## src/rtl/uart_baud_gen_if.sv

```systemverilog
// uart_baud_gen_if: configuration inputs and pulse outputs of the UART baud
// generator. The "master" side drives divisors/clears; the "slave" side is
// the generator itself.
interface uart_baud_gen_if #(
    parameter int DIV_WIDTH  = 16,
    parameter int FRAC_WIDTH = 4
);
    logic                  enable;
    logic [DIV_WIDTH-1:0]  div;
    logic [FRAC_WIDTH-1:0] div_frac;
    logic [4:0]            osr;
    logic                  rx_clr;
    logic                  tx_clr;
    logic                  rx_tick;
    logic                  tx_tick;
    logic                  vote_edge;
    logic                  sample_edge;
    logic                  tx_edge;
    logic [4:0]            rx_phase;

    modport master (
        output enable, div, div_frac, osr, rx_clr, tx_clr,
        input  rx_tick, tx_tick, vote_edge, sample_edge, tx_edge, rx_phase
    );

    modport slave (
        input  enable, div, div_frac, osr, rx_clr, tx_clr,
        output rx_tick, tx_tick, vote_edge, sample_edge, tx_edge, rx_phase
    );
endinterface

```

## src/rtl/uart_baud_gen.sv

```systemverilog
// uart_baud_gen: two independent baud channels (index 0 = rx, 1 = tx), each
// with a divider counter producing oversample ticks and a phase counter that
// wraps every osr ticks. rx additionally produces three majority-vote pulses
// around mid-bit and a capture pulse one cycle after the last vote; tx
// produces a pulse on each bit boundary.
// Optional feature: define UART_BAUD_FRAC_EN to add a fractional divisor
// accumulator per channel (a carry stretches the next period by one pclk).
module uart_baud_gen #(
    parameter int DIV_WIDTH  = 16,
    parameter int FRAC_WIDTH = 4
) (
    input  logic            pclk,
    input  logic            presetn,
    uart_baud_gen_if.slave  bus
);
    localparam int PW = DIV_WIDTH + 1;

    // Clamp the requested oversample ratio to the supported 4..16 range.
    function automatic logic [4:0] clamp_osr(input logic [4:0] o);
        logic [4:0] r;
        if (o < 5'd4) begin
            r = 5'd4;
        end else if (o > 5'd16) begin
            r = 5'd16;
        end else begin
            r = o;
        end
        return r;
    endfunction

    logic [1:0]                 clr_s;
    logic [4:0]                 osr_lim_s;
    logic [1:0][DIV_WIDTH-1:0]  cnt_q, cnt_d, div_q, div_d, div_eff_s;
    logic [1:0][4:0]            phase_q, phase_d, osr_q, osr_d, osr_cur_s;
    logic [1:0]                 osr_vld_q, osr_vld_d, tick_q, tick_d, carry_s;
    logic [1:0][PW-1:0]         period_s;
    logic [4:0]                 mid_s;
    logic                       vote_q, vote_d, pend_q, pend_d;
    logic                       sample_q, sample_d, txe_q, txe_d;
`ifdef UART_BAUD_FRAC_EN
    logic [1:0][FRAC_WIDTH-1:0] acc_q, acc_d;
    logic [1:0]                 carry_q, carry_d;
    assign carry_s = carry_q;
`else
    assign carry_s = 2'b00;
`endif

    assign clr_s     = {bus.tx_clr, bus.rx_clr};
    assign osr_lim_s = clamp_osr(bus.osr);

    // Effective divisor, oversample ratio and period per channel; until a
    // value has been sampled (after reset or while div was 0) the live input is used.
    always_comb begin
        div_eff_s = '0;
        osr_cur_s = '0;
        period_s  = '0;
        for (int ch = 0; ch < 2; ch++) begin
            div_eff_s[ch] = (div_q[ch] == '0) ? bus.div : div_q[ch];
            osr_cur_s[ch] = osr_vld_q[ch] ? osr_q[ch] : osr_lim_s;
            period_s[ch]  = {1'b0, div_eff_s[ch]} + PW'(carry_s[ch]);
        end
    end

    assign mid_s = osr_cur_s[0] >> 1;

    // Next state of both channels' divider, phase and accumulator.
    always_comb begin
        cnt_d     = cnt_q;
        div_d     = div_q;
        phase_d   = phase_q;
        osr_d     = osr_q;
        osr_vld_d = osr_vld_q;
        tick_d    = 2'b00;
`ifdef UART_BAUD_FRAC_EN
        acc_d     = acc_q;
        carry_d   = carry_q;
`endif
        for (int ch = 0; ch < 2; ch++) begin
            if (clr_s[ch]) begin
                cnt_d[ch]     = DIV_WIDTH'(1);
                div_d[ch]     = bus.div;
                phase_d[ch]   = 5'd0;
                osr_d[ch]     = osr_lim_s;
                osr_vld_d[ch] = 1'b1;
`ifdef UART_BAUD_FRAC_EN
                acc_d[ch]     = '0;
                carry_d[ch]   = 1'b0;
`endif
            end else if (bus.enable && (div_eff_s[ch] != '0)) begin
                if ({1'b0, cnt_q[ch]} >= period_s[ch]) begin
                    cnt_d[ch]     = DIV_WIDTH'(1);
                    tick_d[ch]    = 1'b1;
                    div_d[ch]     = bus.div;
                    phase_d[ch]   = (phase_q[ch] == osr_cur_s[ch] - 5'd1) ?
                                    5'd0 : phase_q[ch] + 5'd1;
                    osr_d[ch]     = (phase_d[ch] == 5'd0) ? osr_lim_s : osr_cur_s[ch];
                    osr_vld_d[ch] = 1'b1;
`ifdef UART_BAUD_FRAC_EN
                    {carry_d[ch], acc_d[ch]} = {1'b0, acc_q[ch]} + {1'b0, bus.div_frac};
`endif
                end else begin
                    cnt_d[ch] = cnt_q[ch] + DIV_WIDTH'(1);
                end
            end else begin
                cnt_d[ch] = cnt_q[ch];
            end
        end
    end

    // Next state of the derived rx vote/sample and tx bit-boundary pulses.
    always_comb begin
        vote_d = tick_d[0] && (phase_d[0] >= mid_s - 5'd1) && (phase_d[0] <= mid_s + 5'd1);
        txe_d  = tick_d[1] && (phase_d[1] == 5'd0);
        if (clr_s[0]) begin
            pend_d   = 1'b0;
            sample_d = 1'b0;
        end else if (bus.enable) begin
            pend_d   = vote_d && (phase_d[0] == mid_s + 5'd1);
            sample_d = pend_q;
        end else begin
            pend_d   = pend_q;
            sample_d = 1'b0;
        end
    end

    // State and output registers with asynchronous active-low reset.
    always_ff @(posedge pclk or negedge presetn) begin
        if (!presetn) begin
            cnt_q     <= {DIV_WIDTH'(1), DIV_WIDTH'(1)};
            div_q     <= '0;
            phase_q   <= '0;
            osr_q     <= {5'd4, 5'd4};
            osr_vld_q <= 2'b00;
            tick_q    <= 2'b00;
            vote_q    <= 1'b0;
            pend_q    <= 1'b0;
            sample_q  <= 1'b0;
            txe_q     <= 1'b0;
`ifdef UART_BAUD_FRAC_EN
            acc_q     <= '0;
            carry_q   <= 2'b00;
`endif
        end else begin
            cnt_q     <= cnt_d;
            div_q     <= div_d;
            phase_q   <= phase_d;
            osr_q     <= osr_d;
            osr_vld_q <= osr_vld_d;
            tick_q    <= tick_d;
            vote_q    <= vote_d;
            pend_q    <= pend_d;
            sample_q  <= sample_d;
            txe_q     <= txe_d;
`ifdef UART_BAUD_FRAC_EN
            acc_q     <= acc_d;
            carry_q   <= carry_d;
`endif
        end
    end

    assign bus.rx_tick     = tick_q[0];
    assign bus.tx_tick     = tick_q[1];
    assign bus.vote_edge   = vote_q;
    assign bus.sample_edge = sample_q;
    assign bus.tx_edge     = txe_q;
    assign bus.rx_phase    = phase_q[0];
endmodule
```

## src/flat_wrapper.sv

```systemverilog
// flat-port wrapper written by rule: the top's interface ports become plain ports
module uart_baud_gen_flat 
#(
    parameter int DIV_WIDTH  = 16,
    parameter int FRAC_WIDTH = 4
)
  (pclk, presetn, bus_enable, bus_div, bus_div_frac, bus_osr, bus_rx_clr, bus_tx_clr, bus_rx_tick, bus_tx_tick, bus_vote_edge, bus_sample_edge, bus_tx_edge, bus_rx_phase);
  uart_baud_gen_if #(.DIV_WIDTH(DIV_WIDTH), .FRAC_WIDTH(FRAC_WIDTH)) bus_i ();
  input  logic pclk;
  input  logic presetn;
  input wire logic [$bits(bus_i.enable)-1:0] bus_enable;
  input wire logic [$bits(bus_i.div)-1:0] bus_div;
  input wire logic [$bits(bus_i.div_frac)-1:0] bus_div_frac;
  input wire logic [$bits(bus_i.osr)-1:0] bus_osr;
  input wire logic [$bits(bus_i.rx_clr)-1:0] bus_rx_clr;
  input wire logic [$bits(bus_i.tx_clr)-1:0] bus_tx_clr;
  output wire logic [$bits(bus_i.rx_tick)-1:0] bus_rx_tick;
  output wire logic [$bits(bus_i.tx_tick)-1:0] bus_tx_tick;
  output wire logic [$bits(bus_i.vote_edge)-1:0] bus_vote_edge;
  output wire logic [$bits(bus_i.sample_edge)-1:0] bus_sample_edge;
  output wire logic [$bits(bus_i.tx_edge)-1:0] bus_tx_edge;
  output wire logic [$bits(bus_i.rx_phase)-1:0] bus_rx_phase;
  assign bus_i.enable = bus_enable;
  assign bus_i.div = bus_div;
  assign bus_i.div_frac = bus_div_frac;
  assign bus_i.osr = bus_osr;
  assign bus_i.rx_clr = bus_rx_clr;
  assign bus_i.tx_clr = bus_tx_clr;
  assign bus_rx_tick = bus_i.rx_tick;
  assign bus_tx_tick = bus_i.tx_tick;
  assign bus_vote_edge = bus_i.vote_edge;
  assign bus_sample_edge = bus_i.sample_edge;
  assign bus_tx_edge = bus_i.tx_edge;
  assign bus_rx_phase = bus_i.rx_phase;
  uart_baud_gen #(.DIV_WIDTH(DIV_WIDTH), .FRAC_WIDTH(FRAC_WIDTH)) u_core (.pclk(pclk), .presetn(presetn), .bus(bus_i));
endmodule
```

## config.mk

```make
export PLATFORM = sky130hd
export DESIGN_NAME = uart_baud_gen_flat
export DESIGN_NICKNAME = d
export VERILOG_FILES = /design/src/rtl/uart_baud_gen_if.sv /design/src/rtl/uart_baud_gen.sv /design/src/flat_wrapper.sv
export SDC_FILE = /design/constraint.sdc
export NUM_CORES = 1
export LEC_CHECK = 0
export BUFFER_PORTS_ARGS = -buffer_cell sky130_fd_sc_hd__buf_2
export CAP_MARGIN = 20
export CORE_UTILIZATION = 52
export CTS_CLUSTER_SIZE = 28
export DETAILED_ROUTE_END_ITERATION = 7
export PLACE_DENSITY_LB_ADDON = 0.15
export SYNTH_ARGS = -nofsm -noshare
export SYNTH_HDL_FRONTEND = slang
export SYNTH_SLANG_ARGS = --single-unit
```

## constraint.sdc

```tcl
create_clock -name pclk -period 4.7 [get_ports pclk]
set_input_delay 0.47 -clock pclk [delete_from_list [all_inputs] [get_ports pclk]]
set_output_delay 0.47 -clock pclk [all_outputs]
set_load 0.02 [all_outputs]
```

---- Word level (Yosys, flattened, before mapping) ----
Cells that the tools add are included.
storage, ports and cells
  input bits .............................. 30
  output and inout bits ................... 10
  flip-flop bits (word level) ............. 92
cells by class
  equal/unequal tests ..................... 3
  magnitude comparators ................... 6
  multiplexer cells ....................... 50
  reductions and logical operators ........ 20
  add/subtract/negate cells ............... 8
operators by type and width
  operator                                                               number
  16-bit two-way mux                                                     14
  5-bit two-way mux                                                      20
  16-bit by 1-bit adder with 16-bit output (second input constant)       2
  16-bit greater-or-equal comparator                                     2
  16-bit zero test                                                       2
  16-bit nonzero test                                                    2
  1-bit two-way mux                                                      16
  5-bit == test                                                          3
  5-bit zero test                                                        3
  5-bit by 1-bit adder with 5-bit output (second input constant)         2
  2-bit nonzero test                                                     5
  5-bit by 1-bit subtractor with 5-bit output (second input constant)    2
  1-bit logical AND                                                      6
  4-bit by 1-bit adder with 5-bit output (second input constant)         1
  5-bit greater-or-equal comparator                                      1
  5-bit > comparator (second input constant)                             1
  5-bit <= comparator                                                    1
  5-bit by 3-bit < comparator with 1-bit output (second input constant)  1
  4-bit by 1-bit subtractor with 5-bit output (second input constant)    1
  2-bit AND reduction                                                    2

---- Logic depth before layout (Yosys ltp) ----
Gate-level depths: netlist (run 1).
  depth in word-level cells ............... 16
  gate-level depth with buffers ........... 22
  depth with buffers taken out ............ 19

---- Least setup slack after synthesis (run 1) ----
No wires, ideal clock.
  path kind ............................... register -> register
  start ................................... register u_core.div_q[2] in the netlist's numbering
  end ..................................... register u_core.pend_q
  path buffers ............................ 2
  path slack .............................. 256 ps
  cell stages (with the launch flop) ...... 20
  clock period less this slack ............ 4,444 ps
  setup time .............................. 133 ps
  data arrival time ....................... 4,311 ps
  path through ............................ dfrtp_1 nor4_1 and4_1 buf_2 clkbuf_1 a21oi_1 ha_1 nand4_1 or4_1 o21ai_0 o311ai_2 o21a_1 ha_1 nand2b_1 a21o_1 a21o_1 a21oi_1 nor2b_1 o21ai_0 o32ai_1
on the way
  longest elaborated chain between the ends .. 12
RTL lines
  item                                                                              RTL line                                  source
  start, declared                                                                   uart_baud_gen.sv:33                       logic [1:0][DIV_WIDTH-1:0] cnt_q, cnt_d, div_q, div_d, div_eff_s;
  start signal, assigned                                                            uart_baud_gen.sv:145                      div_q <= div_d;
  16-bit zero test                                                                  uart_baud_gen.sv:58                       div_eff_s[ch] = (div_q[ch] == '0) ? bus.div : div_q[ch];
  16-bit two-way mux *                                                              uart_baud_gen.sv:58
  16-bit greater-or-equal comparator / 16-bit nonzero test (equally long branches)  uart_baud_gen.sv:90, uart_baud_gen.sv:89
  5-bit two-way mux / 1-bit logical AND (equally long branches)                     uart_baud_gen.sv:90, uart_baud_gen.sv:89
  5-bit two-way mux                                                                 uart_baud_gen.sv:89                       end else if (bus.enable && (div_eff_s[ch] != '0)) begin
  5-bit two-way mux                                                                 uart_baud_gen.sv:79                       if (clr_s[ch]) begin
  5-bit greater-or-equal comparator                                                 uart_baud_gen.sv:112                      vote_d = tick_d[0] && (phase_d[0] >= mid_s - 5'd1) && (phase_d[0] <= mid_s + 5'd1);
  1-bit logical AND (2 in a row)                                                    uart_baud_gen.sv:112
  1-bit logical AND *                                                               uart_baud_gen.sv:118                      pend_d = vote_d && (phase_d[0] == mid_s + 5'd1);
  1-bit two-way mux *                                                               uart_baud_gen.sv:117                      end else if (bus.enable) begin
  1-bit two-way mux *                                                               uart_baud_gen.sv:114                      if (clr_s[0]) begin
  end signal, assigned                                                              uart_baud_gen.sv:151                      pend_q <= pend_d;
  end, declared                                                                     uart_baud_gen.sv:38                       logic vote_q, vote_d, pend_q, pend_d;
Every way passes the cells marked *; elsewhere a longest branch is shown, timed or not. The select of a mux whose other input is x is not followed.
A chain may end at the register's enable or synchronous reset.

---- Final worst setup path (run 1) ----
  start ................................... register u_core.div_q[1] in the netlist's numbering
  end ..................................... register u_core.pend_q
Same word-level chain as after synthesis.

==> key figures, run 1 <==
Clocking
  – CTS H-tree depth: 3
  – Root buf cell: clkbuf_16
  – Worst-Skew Late Latency: 0.35 ns
  – Clk buf depth: 2
  – Total clock sinks: 92
  – Clock-pin slew on the worst setup and hold paths: 0.07 ns
  – CTS Buf Count: 9
  – Post-CTS Repair Setup Buffers: 0
  – CTS tree: built

Timing
  – RSZ-0062 raised after global routing: false
  – Worst Skew: 0.006730 ns
  – Final period util: 94.86%
  – Slew @ Worst Pin: 0.8795 ns
  – Pins Over Slew Limit: 0
  – Final hold vios: 0
  – Final setup viols: 0
  – Fmax: 224.3 MHz
  – Hold_ws: 0.1614 ns
  – Final setup TNS: 0 ns
  – Slew headroom: 41.15%
  – Final min period: 4.458 ns

Synth
  – Post-synth ARST share: 100.0%
  – FF+latch count, synth: 92
  – Syn avg cell area: 9.349 sq um
  – Area contributors post-synth: dfrtp_1 (35%), ha_1 (10%), mux2_2 (5.0%), a21oi_1 (4.5%), nand2_1 (3.9%)
  – Syn Nets: 752
  – Most frequent cell after synthesis: dfrtp_1
  – Mapped Cells: 672
  – Dominant cell type by area after synthesis: dfrtp_1
  – Post-synth top area share: 35.05%
  – Cell area after synthesis: 0.006282 sq mm
  – Sequential share of the synthesized area: 36.73%
  – Yosys warnings: 0
  – Synth Flop Type: dfrtp_1
  – Post-synth EDFFs: 0
  – Netlist cell types: 77
  – Commonest cells post-synth: dfrtp_1 (88), nand2_1 (66), a21oi_1 (57)

Setup path
  – Max FO, Critical Path: 10
  – Worst R2R End: u_core.pend_q$_DFFE_PN0P_
  – CP peak stage delay: 0.40 ns
  – Required time worst endpoint: 4.93 ns
  – R2r startpoint: u_core.div_q[1]$_DFFE_PN0P_
  – CP max stage cell: dfrtp_1
  – Worst reg-to-reg path cell count: 21
  – CP Capture Type: flop
  – Crit path max-delay family: compound AO/OA/AOI/OAI gates
  – Critical path class: flop to flop
  – Crit-path cells: nor4_1 -> and4_2 -> buf_4 -> a21oi_1 -> ha_1 -> a211oi_1 -> nand3_1 -> a31oi_1 -> o21ai_0 -> buf_4 -> a21oi_2 -> nand2_1 -> o21a_1 -> ha_1 -> nand2b_1 -> a21o_1 -> a21o_1 -> a21oi_1 -> nor2b_1 -> o21ai_0 -> o32ai_1
  – Buf+Inv Stages, Crit Path: 2
  – Arrival time at the worst endpoint: 4.68 ns
  – Reg2Reg Setup Slack: 0.24 ns
  – Worst setup SP type: flop

Layout
  – Layout overhead on the synthesized area: 9.321%
  – Fin cells: 852
  – Fin util: 59.14%
  – Post-layout nets: 784
  – Ant. Diodes: 0
  – Share of cells above drive strength 1: 16.78%

Power
  – Sw frac: 28.28%
  – Sequential share of power: 44.9%
  – Peak VDD IR: 0.1803 mV
  – Pwr/cell area: 290.2 mW/mm^2
  – Combinational share of power: 19.2%
  – Clock power frac: 35.9%
  – Final Total Pwr: 1.993 mW
  – Pleak: 3.120 nW
  – Internal: 1.429 mW
  – Switching Power: 0.5638 mW

Die
  – Initial Utilization: 54.09%
  – # IOs: 40
  – Die Wd: 111.9 microns
  – Height of the die: 111.9 microns
  – Area of the die: 0.01253 sq mm
  – Row count: 39
  – Core ar.: 0.01161 sq mm

Placed design
  – Post-Place Cells: 836
  – I/O Buffers: 35
  – Detailed placer's ending HPWL: 10500 microns
  – Placer Congestion: 0.8475

Route
  – First drt pass iteration count: 7
  – Total number of vias: 5182
  – Post-route ant nets: 0
  – Post-DR wirelength/cell: 16.77 microns
  – Drt via density: 6.082
  – Drt total wl: 14290 microns
  – Iteration-0 DRC Markers: 316
  – # DRC: 4

Global routing
  – Vias in the first global route: 5157
  – First-pass GRT wire length: 24700 microns
  – Initial antenna violation count: 0
  – Congestion Overflow GR: 0
  – Total track usage: 24.29%
  – Largest net degree at the start of global routing: 54

Status
  – Failing checks: DRC
  – Status: complete, but fails checks

Min path
  – Hold crit path type: input port to asynchronous set/reset pin

Job
  – Max-Cap Viols: 0
[cell type report]
| class | count | area (sq um) |
|---|---|---|
| Multi-Input combinational cell | 531 | 3737 |
| Inverter | 22 | 82.58 |
| Tap cell | 143 | 178.9 |
| Clock buffer | 12 | 236.5 |
| Sequential cell | 92 | 2307 |
| Clock inverter | 4 | 50.05 |
| Fill cell | 1035 | 4746 |
| Timing Repair Buffer | 48 | 275.3 |
[what timing repair did]
item                       in CTS  in global routing
gates resized for setup         0                  2
hold buffers                    0                  0
setup endpoints to repair       0                  2
[cell families (layout without fill, tap and decap cells)]
| family | Yosys count | after routing | share of synthesized area [%] |
|---|---|---|---|
| flops | 92 | 92 | 36.73 |
| xor+xnor | 26 | 26 | 3.625 |
| simple gates | 244 | 244 | 20.20 |
| buf+inv | 49 | 86 | 3.804 |
| mux | 42 | 42 | 7.887 |
| fa+ha+maj | 50 | 50 | 9.958 |
| compound gates | 169 | 169 | 17.81 |
[placed cells by master (no fill, tap or decap), drive strengths merged, types with 6 or more instances in the layout]
cell,count
nor2b,12
a31oi,7
inv,21
nand4,14
dfrtp,88
nor4,14
nand3,29
a21oi,58
xnor2,7
o211ai,7
mux2,36
buf,48
mux2i,6
o21ai,43
clkbuf,12
and3,14
nand2,67
a21o,6
xor2,19
ha,50
o31ai,7
nor2,48
nor3,16
[layer usage]
layer / up-vias / share of wire [%] / global-route usage (%) / wire [microns]
met5: - / 0 / 0 / 0
met4: 0 / 1.5 / 9.369 / 221
met3: 18 / 3.2 / 2.994 / 451
met2: 101 / 49 / 41.04 / 7013
met1: 2515 / 46 / 31.81 / 6606
li1: 2548 / - / - / -
[worst max-delay path by stage]
stage                                           start                   endpoint  slack, ns  cells past startpoint
after CTS                 u_core.div_q[1]$_DFFE_PN0P_  u_core.pend_q$_DFFE_PN0P_       0.18                     18
after global placement    u_core.div_q[1]$_DFFE_PN0P_  u_core.pend_q$_DFFE_PN0P_       0.33                     18
after floorplan           u_core.div_q[2]$_DFFE_PN0P_  u_core.pend_q$_DFFE_PN0P_       0.26                     19
final                     u_core.div_q[1]$_DFFE_PN0P_  u_core.pend_q$_DFFE_PN0P_       0.24                     21
after detailed placement  u_core.div_q[1]$_DFFE_PN0P_  u_core.pend_q$_DFFE_PN0P_       0.20                     18
after global routing      u_core.div_q[1]$_DFFE_PN0P_  u_core.pend_q$_DFFE_PN0P_      0.005                     21
[power groups by stage]
| stage | clock [mW] | sequential [mW] | combinational [mW] |
|---|---|---|---|
| floorplan | 0 | 0.894 | 0.279 |
| global placement | 0 | 0.905 | 0.365 |
| detailed placement | 0 | 0.909 | 0.384 |
| CTS | 0.732 | 0.894 | 0.386 |
| global route | 0.762 | 0.902 | 0.433 |
| finish | 0.715 | 0.895 | 0.383 |
[sequential cells by signal (all words and copies together) (netlist names)]
register,cells
u_core.bus.tx_edge,1
u_core.osr_q,10
u_core.phase_q,5
u_core.bus.sample_edge,1
u_core.tick_q,2
u_core.cnt_q,32
u_core.div_q,32
u_core.osr_vld_q,2
u_core.bus.vote_edge,1
u_core.pend_q,1
u_core.bus.rx_phase,5
[stage by stage]
| step | setup slack (ns) | cell area (sq um) |
|---|---|---|
| floorplan | 0.2556 | 6282 |
| global placement | 0.3261 | 6580 |
| detailed placement | 0.1978 | 6580 |
| CTS | 0.1764 | 6867 |
| global route | 0.004596 | 6868 |
| finish | 0.2415 | 6868 |
Power figures use the tool's default switching activity.
==> inputs of run 2 (changes only) <==
--- a/config.mk
+++ b/config.mk
@@ -6,11 +6,11 @@
 export NUM_CORES = 1
 export LEC_CHECK = 0
 export BUFFER_PORTS_ARGS = -buffer_cell sky130_fd_sc_hd__buf_2
-export CAP_MARGIN = 20
+export CAP_MARGIN = 40
 export CORE_UTILIZATION = 52
 export CTS_CLUSTER_SIZE = 28
 export DETAILED_ROUTE_END_ITERATION = 7
-export PLACE_DENSITY_LB_ADDON = 0.15
+export PLACE_DENSITY_LB_ADDON = 0.25
 export SYNTH_ARGS = -nofsm -noshare
 export SYNTH_HDL_FRONTEND = slang
 export SYNTH_SLANG_ARGS = --single-unit
==> constraint.sdc (replaced) <==
create_clock -name pclk -period 4.7 [get_ports pclk]
set_input_delay 0.94 -clock pclk [delete_from_list [all_inputs] [get_ports pclk]]
set_output_delay 0.94 -clock pclk [all_outputs]
set_load 0.02 [all_outputs]
==> key figures, run 2 (synthesized netlist as in run 1, its figures left out) <==
Status
  – Status: complete, but fails checks (unchanged)
  – Failing checks: DRC (unchanged)

Global routing
  – Vias in the first global route: 5031 (was 5157)
  – Total track usage: 24.02% (was 24.29%)
  – First-pass GRT wire length: 24180 microns (was 24700 microns)
  – Initial antenna violation count: 0 (unchanged)
  – Largest net degree at the start of global routing: 64 (was 54)
  – Congestion Overflow GR: 0 (unchanged)

Layout
  – Commonest cells after routing, fill and taps aside: dfrtp_1 (88), nand2_1 (66), a21oi_1 (57) (unchanged)
  – Ant. Diodes: 0 (unchanged)
  – Fin util: 59.39% (was 59.14%)
  – Fin area: 0.006898 sq mm (was 0.006868 sq mm)
  – Reg area: 0.002307 sq mm (unchanged)
  – Fin cells: 853 (was 852)
  – Layout overhead on the synthesized area: 9.799% (was 9.321%)
  – Multi-input gate area: 0.003757 sq mm (was 0.003737 sq mm)
  – Largest registers: u_core.cnt_q (32), u_core.div_q (32), u_core.osr_q (10) (unchanged)
  – Commonest non-fill, non-tap cell in the layout: dfrtp_1 (unchanged)
  – Post-layout nets: 785 (was 784)
  – Fillers: 1004 (was 1035)
  – Share of cells above drive strength 1: 17.75% (was 16.78%)

Timing
  – RSZ-0062 raised after global routing: false (unchanged)
  – Final setup viols: 0 (unchanged)
  – Final min period: 4.361 ns (was 4.458 ns)
  – Fmax: 229.3 MHz (was 224.3 MHz)
  – Final period util: 92.78% (was 94.86%)
  – Worst Skew: 0.008333 ns (was 0.006730 ns)
  – Slew headroom: 45.49% (was 41.15%)
  – Pins Over Slew Limit: 0 (unchanged)
  – Slew @ Worst Pin: 0.8146 ns (was 0.8795 ns)
  – Final setup TNS: 0 ns (unchanged)
  – Final hold vios: 0 (unchanged)

Route
  – Drt total wl: 14290 microns (unchanged)
  – M1 wire length: 6631 microns (was 6606 microns)
  – Highest metal used: met4 (unchanged)
  – # DRC: 3 (was 4)
  – Iteration-0 DRC Markers: 391 (was 316)
  – Met3 wire length: 450 microns (was 451 microns)
  – Post-DR wirelength/cell: 16.75 microns (was 16.77 microns)
  – Drt via density: 6.131 (was 6.082)
  – Post-route ant nets: 0 (unchanged)
  – Total number of vias: 5230 (was 5182)
  – Met2 wire len: 6982 microns (was 7013 microns)
  – First drt pass iteration count: 7 (unchanged)

Die
  – Area of the die: 0.01253 sq mm (unchanged)
  – Height of the die: 111.9 microns (unchanged)
  – Initial Utilization: 54.09% (unchanged)
  – Core ar.: 0.01161 sq mm (unchanged)
  – # IOs: 40 (unchanged)
  – Die Wd: 111.9 microns (unchanged)
  – Row count: 39 (unchanged)

Clocking
  – CTS H-tree depth: 3 (unchanged)
  – Resized cells post-CTS: 0 (unchanged)
  – Clk buf depth: 2 (unchanged)
  – CTS Buf Count: 9 (unchanged)
  – Worst-Skew Late Latency: 0.35 ns (about the same)
  – CTS tree: built (unchanged)
  – Clock-pin slew on the worst setup and hold paths: 0.06 ns (was 0.07 ns)
  – Cts hold-fix bufs: 0 (unchanged)
  – Total clock sinks: 92 (unchanged)
  – Post-CTS Repair Setup Buffers: 0 (unchanged)
  – Root buf cell: clkbuf_16 (unchanged)

Power
  – Clock power frac: 35.5% (was 35.9%)
  – Switching Power: 0.5713 mW (was 0.5638 mW)
  – Sw frac: 28.70% (was 28.28%)
  – Pleak: 3.139 nW (was 3.120 nW)
  – Pwr/cell area: 288.5 mW/mm^2 (was 290.2 mW/mm^2)
  – Sequential share of power: 45.1% (was 44.9%)
  – Peak VDD IR: 0.1957 mV (was 0.1803 mV)
  – Internal: 1.419 mW (was 1.429 mW)
  – Final Total Pwr: 1.990 mW (was 1.993 mW)
  – Combinational share of power: 19.4% (was 19.2%)

Setup path
  – Arrival time at the worst endpoint: 4.59 ns (was 4.68 ns)
  – Max FO, Critical Path: 9 (was 10)
  – Worst setup SP type: flop (unchanged)
  – CP max stage cell: or4_1 (was dfrtp_1)
  – Required time worst endpoint: 4.93 ns (about the same)
  – CP Capture Type: flop (unchanged)
  – Crit-path cells: nor4_2 -> and4_4 -> a21oi_1 -> ha_1 -> nand4_1 -> or4_1 -> o21ai_0 -> buf_4 -> o311ai_2 -> buf_4 -> o21ai_0 -> ha_1 -> a21o_1 -> a21o_1 -> a21oi_1 -> nor2b_1 -> o21ai_1 -> o32ai_1 (was nor4_1 -> and4_2 -> buf_4 -> a21oi_1 -> ha_1 -> a211oi_1 -> nand3_1 -> a31oi_1 -> o21ai_0 -> buf_4 -> a21oi_2 -> nand2_1 -> o21a_1 -> ha_1 -> nand2b_1 -> a21o_1 -> a21o_1 -> a21oi_1 -> nor2b_1 -> o21ai_0 -> o32ai_1)
  – CP peak stage delay: 0.58 ns (was 0.40 ns)
  – Critical path class: flop to flop (unchanged)

Placed design
  – Post-Place Cells: 837 (was 836)
  – Detailed placer's ending HPWL: 10370 microns (was 10500 microns)
  – I/O Buffers: 35 (unchanged)
  – Placer Congestion: 0.8163 (was 0.8475)
  – DP Area: 0.006588 sq mm (was 0.006580 sq mm)

Min path
  – Hold crit path type: flop to flop (was input port to asynchronous set/reset pin)

Job
  – Max-Cap Viols: 0 (unchanged)
==> run 2: layout make-up <==
cell class,instances,area share [%]
tap,143,2.594
timing repair buffer,49,4.099
clock inverter,4,0.3265
inverter,22,1.197
sequential,92,33.45
clock buffer,12,3.864
multi-input combinational,531,54.47
==> run 2: path summary, 6_finish.rpt <==
| check | cells past startpoint | slack [ns] | end | startpoint |
|---|---|---|---|---|
| setup reg to reg | 18 | 0.34 | u_core.pend_q$_DFFE_PN0P_ | u_core.div_q[1]$_DFFE_PN0P_ |
| hold reg to reg | 2 | 0.51 | u_core.bus.sample_edge$_DFF_PN0_ | u_core.pend_q$_DFFE_PN0P_ |
| hold / removal | 2 | 0.51 | u_core.bus.sample_edge$_DFF_PN0_ | u_core.pend_q$_DFFE_PN0P_ |
| setup / recovery | 18 | 0.34 | u_core.pend_q$_DFFE_PN0P_ | u_core.div_q[1]$_DFFE_PN0P_ |
| max in group asynchronous | 2 | 3.10 | u_core.cnt_q[16]$_DFFE_PN1P_ | presetn |
| min in group asynchronous | 1 | 0.67 | u_core.bus.rx_phase[3]$_DFF_PN0_ | presetn |
==> run 2: worst max-delay path: cells and delay by family (launching register included) <==
kind            cells  cell delay (ns)
fa+ha+maj           2             0.62
compound gates      9             1.42
flops               1             0.41
buf+inv             2             0.36
simple gates        5             1.42
==> run 2: stage by stage <==
step                worst slack (ns)  hold slack (ns)
finish                        0.3392           0.5071
global route                 0.07601           0.5320
CTS                           0.1329           0.5060
detailed placement           0.07805           0.4943
global placement              0.1417           0.4805
floorplan                     0.2556           0.4594
==> run 2: power groups by stage <==
stage | clock network (mW) | logic, mW | registers, mW
2_1_floorplan | 0 | 0.279 | 0.894
3_3_place_gp | 0 | 0.366 | 0.905
3_5_place_dp | 0 | 0.384 | 0.908
4_1_cts | 0.720 | 0.387 | 0.894
5_1_grt | 0.753 | 0.436 | 0.904
6_report | 0.706 | 0.387 | 0.898
==> run 2: layer usage <==
layer | vias up | global-route usage, %
li1 | 2547 | -
met2 | 114 | 39.67
met5 | - | 0
met4 | 0 | 8.919
met1 | 2550 | 32.10
met3 | 19 | 3.375
==> inputs of run 3 (changes only) <==
--- a/config.mk
+++ b/config.mk
@@ -11,6 +11,7 @@
 export CTS_CLUSTER_SIZE = 28
 export DETAILED_ROUTE_END_ITERATION = 7
 export PLACE_DENSITY_LB_ADDON = 0.25
+export RECOVER_POWER = 50
 export SYNTH_ARGS = -nofsm -noshare
 export SYNTH_HDL_FRONTEND = slang
 export SYNTH_SLANG_ARGS = --single-unit
==> key figures, run 3 (synthesized netlist as in run 1, its figures left out) <==
Placed design
  – Detailed placer's ending HPWL: 10370 microns (unchanged)
  – DP Worst Slack: 0.07805 ns (unchanged)
  – I/O Buffers: 35 (unchanged)
  – DP Area: 0.006588 sq mm (unchanged)
  – Placer Congestion: 0.8163 (unchanged)

Clocking
  – Clock-pin slew on the worst setup and hold paths: 0.06 ns (about the same)
  – Post-CTS Repair Setup Buffers: 0 (unchanged)
  – Total clock sinks: 92 (unchanged)
  – CTS tree: built (unchanged)
  – Clk buf depth: 2 (unchanged)
  – CTS H-tree depth: 3 (unchanged)
  – Worst-Skew Late Latency: 0.35 ns (about the same)
  – Cts hold-fix bufs: 0 (unchanged)
  – Resized cells post-CTS: 0 (unchanged)
  – Root buf cell: clkbuf_16 (unchanged)
  – CTS Buf Count: 9 (unchanged)

Die
  – Initial Utilization: 54.09% (unchanged)
  – Die Wd: 111.9 microns (unchanged)
  – Row count: 39 (unchanged)
  – # IOs: 40 (unchanged)
  – Core ar.: 0.01161 sq mm (unchanged)
  – Height of the die: 111.9 microns (unchanged)
  – Area of the die: 0.01253 sq mm (unchanged)

Layout
  – Layout overhead on the synthesized area: 9.620% (was 9.799%)
  – Commonest cells after routing, fill and taps aside: dfrtp_1 (88), nand2_1 (66), a21oi_1 (57) (unchanged)
  – Post-layout nets: 785 (unchanged)
  – Fin area: 0.006887 sq mm (was 0.006898 sq mm)
  – Commonest non-fill, non-tap cell in the layout: dfrtp_1 (unchanged)
  – Largest registers: u_core.cnt_q (32), u_core.div_q (32), u_core.osr_q (10) (unchanged)
  – Ant. Diodes: 0 (unchanged)
  – Share of cells above drive strength 1: 16.76% (was 17.75%)
  – Fin util: 59.30% (was 59.39%)

Power
  – Pleak: 3.111 nW (was 3.139 nW)
  – Pwr/cell area: 289.0 mW/mm^2 (was 288.5 mW/mm^2)
  – Switching Power: 0.5719 mW (was 0.5713 mW)
  – Sequential share of power: 45.1% (about the same)
  – Combinational share of power: 19.4% (about the same)
  – Clock power frac: 35.5% (about the same)
  – Peak VDD IR: 0.1943 mV (was 0.1957 mV)
  – Sw frac: 28.73% (was 28.70%)
  – Internal: 1.419 mW (about the same)

Status
  – Failing checks: DRC, capacitance limit, slew limit (was DRC)
  – Status: complete, but fails checks (unchanged)

Timing
  – Final setup viols: 0 (unchanged)
  – Hold_ws: 0.5071 ns (about the same)
  – Final setup TNS: 0 ns (unchanged)
  – RSZ-0062 raised after global routing: false (unchanged)
  – Worst Skew: 0.008722 ns (was 0.008333 ns)
  – Final period util: 93.04% (was 92.78%)
  – Setup ws final: 0.3273 ns (was 0.3392 ns)
  – Final min period: 4.373 ns (was 4.361 ns)
  – Pins Over Slew Limit: 64 (was 0)
  – Slew headroom: -127.1% (was 45.49%)
  – Fmax: 228.7 MHz (was 229.3 MHz)
  – Slew @ Worst Pin: 3.407 ns (was 0.8146 ns)
  – Final hold vios: 0 (unchanged)

Min path
  – Hold crit path type: flop to flop (unchanged)
  – Hold path endpoint: u_core.bus.sample_edge$_DFF_PN0_ (unchanged)
  – Hold path start: u_core.pend_q$_DFFE_PN0P_ (unchanged)
  – Hold Path Depth: 2 (unchanged)

Setup path
  – Arrival time at the worst endpoint: 4.60 ns (was 4.59 ns)
  – R2r startpoint: u_core.div_q[1]$_DFFE_PN0P_ (unchanged)
  – Critical path class: flop to flop (unchanged)
  – CP Capture Type: flop (unchanged)
  – Required time worst endpoint: 4.93 ns (about the same)
  – Reg2Reg Setup Slack: 0.33 ns (was 0.34 ns)
  – Worst R2R End: u_core.pend_q$_DFFE_PN0P_ (unchanged)
  – Max FO, Critical Path: 9 (unchanged)
  – Worst setup SP type: flop (unchanged)
  – Worst reg-to-reg path cell count: 18 (unchanged)

Job
  – Max-Cap Viols: 1 (was 0)

Global routing
  – Vias in the first global route: 5031 (unchanged)
  – First-pass GRT wire length: 24180 microns (unchanged)
  – Largest net degree at the start of global routing: 64 (unchanged)
  – Initial antenna violation count: 0 (unchanged)
  – Total track usage: 24.02% (unchanged)
  – Congestion Overflow GR: 0 (unchanged)

Route
  – Post-route ant nets: 0 (unchanged)
  – Drt total wl: 14220 microns (was 14290 microns)
  – # DRC: 3 (unchanged)
  – Post-DR wirelength/cell: 16.67 microns (was 16.75 microns)
  – Drt via density: 6.127 (was 6.131)
  – First drt pass iteration count: 7 (unchanged)
  – Iteration-0 DRC Markers: 426 (was 391)
  – Total number of vias: 5226 (was 5230)
run 3: changes by cell type in the layout (fill, tap and decap cells not counted):
cell	change
buf_2	-6
buf_4	-1
clkbuf_1	+7
run 3: metal layers:
metal	vias to the layer above	track usage (%)	routed length, microns
met4	0	8.919	250
met1	2566	32.10	6624
met3	21	3.375	405
met2	92	39.67	6942
met5	-	0	0
li1	2547	-	-
run 3: cell type report:
cell class / count / area, sq um
Sequential cell: 92 / 2307
Clock buffer: 12 / 266.5
Timing Repair Buffer: 49 / 271.5
Fill cell: 1009 / 4727
Clock inverter: 4 / 22.52
Multi-Input combinational cell: 531 / 3757
Inverter: 22 / 82.58
Tap cell: 143 / 178.9
run 3: worst max path at each step:
stage	cells after the start	slack (ns)	from	end
after floorplan	19	0.26	u_core.div_q[2]$_DFFE_PN0P_	u_core.pend_q$_DFFE_PN0P_
after global placement	21	0.14	bus_osr[4]	u_core.pend_q$_DFFE_PN0P_
after detailed placement	21	0.08	bus_osr[4]	u_core.pend_q$_DFFE_PN0P_
after CTS	19	0.13	u_core.div_q[1]$_DFFE_PN0P_	u_core.pend_q$_DFFE_PN0P_
after global routing	19	0.07	u_core.div_q[10]$_DFFE_PN0P_	u_core.pend_q$_DFFE_PN0P_
final	18	0.33	u_core.div_q[1]$_DFFE_PN0P_	u_core.pend_q$_DFFE_PN0P_
run 3: worst max-delay path: stages, from the launching register on:
cell and delay (ns):
dfrtp_1 0.41, nor4_2 0.32, and4_4 0.32, a21oi_1 0.10, ha_1 0.32, nand4_1 0.13, or4_1 0.58, o21ai_0 0.17
buf_4 0.17, o311ai_2 0.09, buf_4 0.19, o21ai_0 0.34, ha_1 0.31, a21o_1 0.15, a21o_1 0.16, a21oi_1 0.16
nor2b_1 0.07, o21ai_1 0.16, o32ai_1 0.09
run 3: per-stage QoR:
stage | cells | total power [mW]
after CTS | 853 | 2.002
after floorplan | 672 | 1.173
final | 853 | 1.991
after global placement | 837 | 1.270
after detailed placement | 837 | 1.292
after global routing | 853 | 2.093
run 3: power groups by stage:
stage	Combinational (mW)	Sequential, mW	Clock, mW
after floorplan	0.279	0.894	0
after global placement	0.366	0.905	0
after detailed placement	0.384	0.908	0
after CTS	0.387	0.894	0.720
after global routing	0.436	0.904	0.753
final	0.386	0.897	0.707
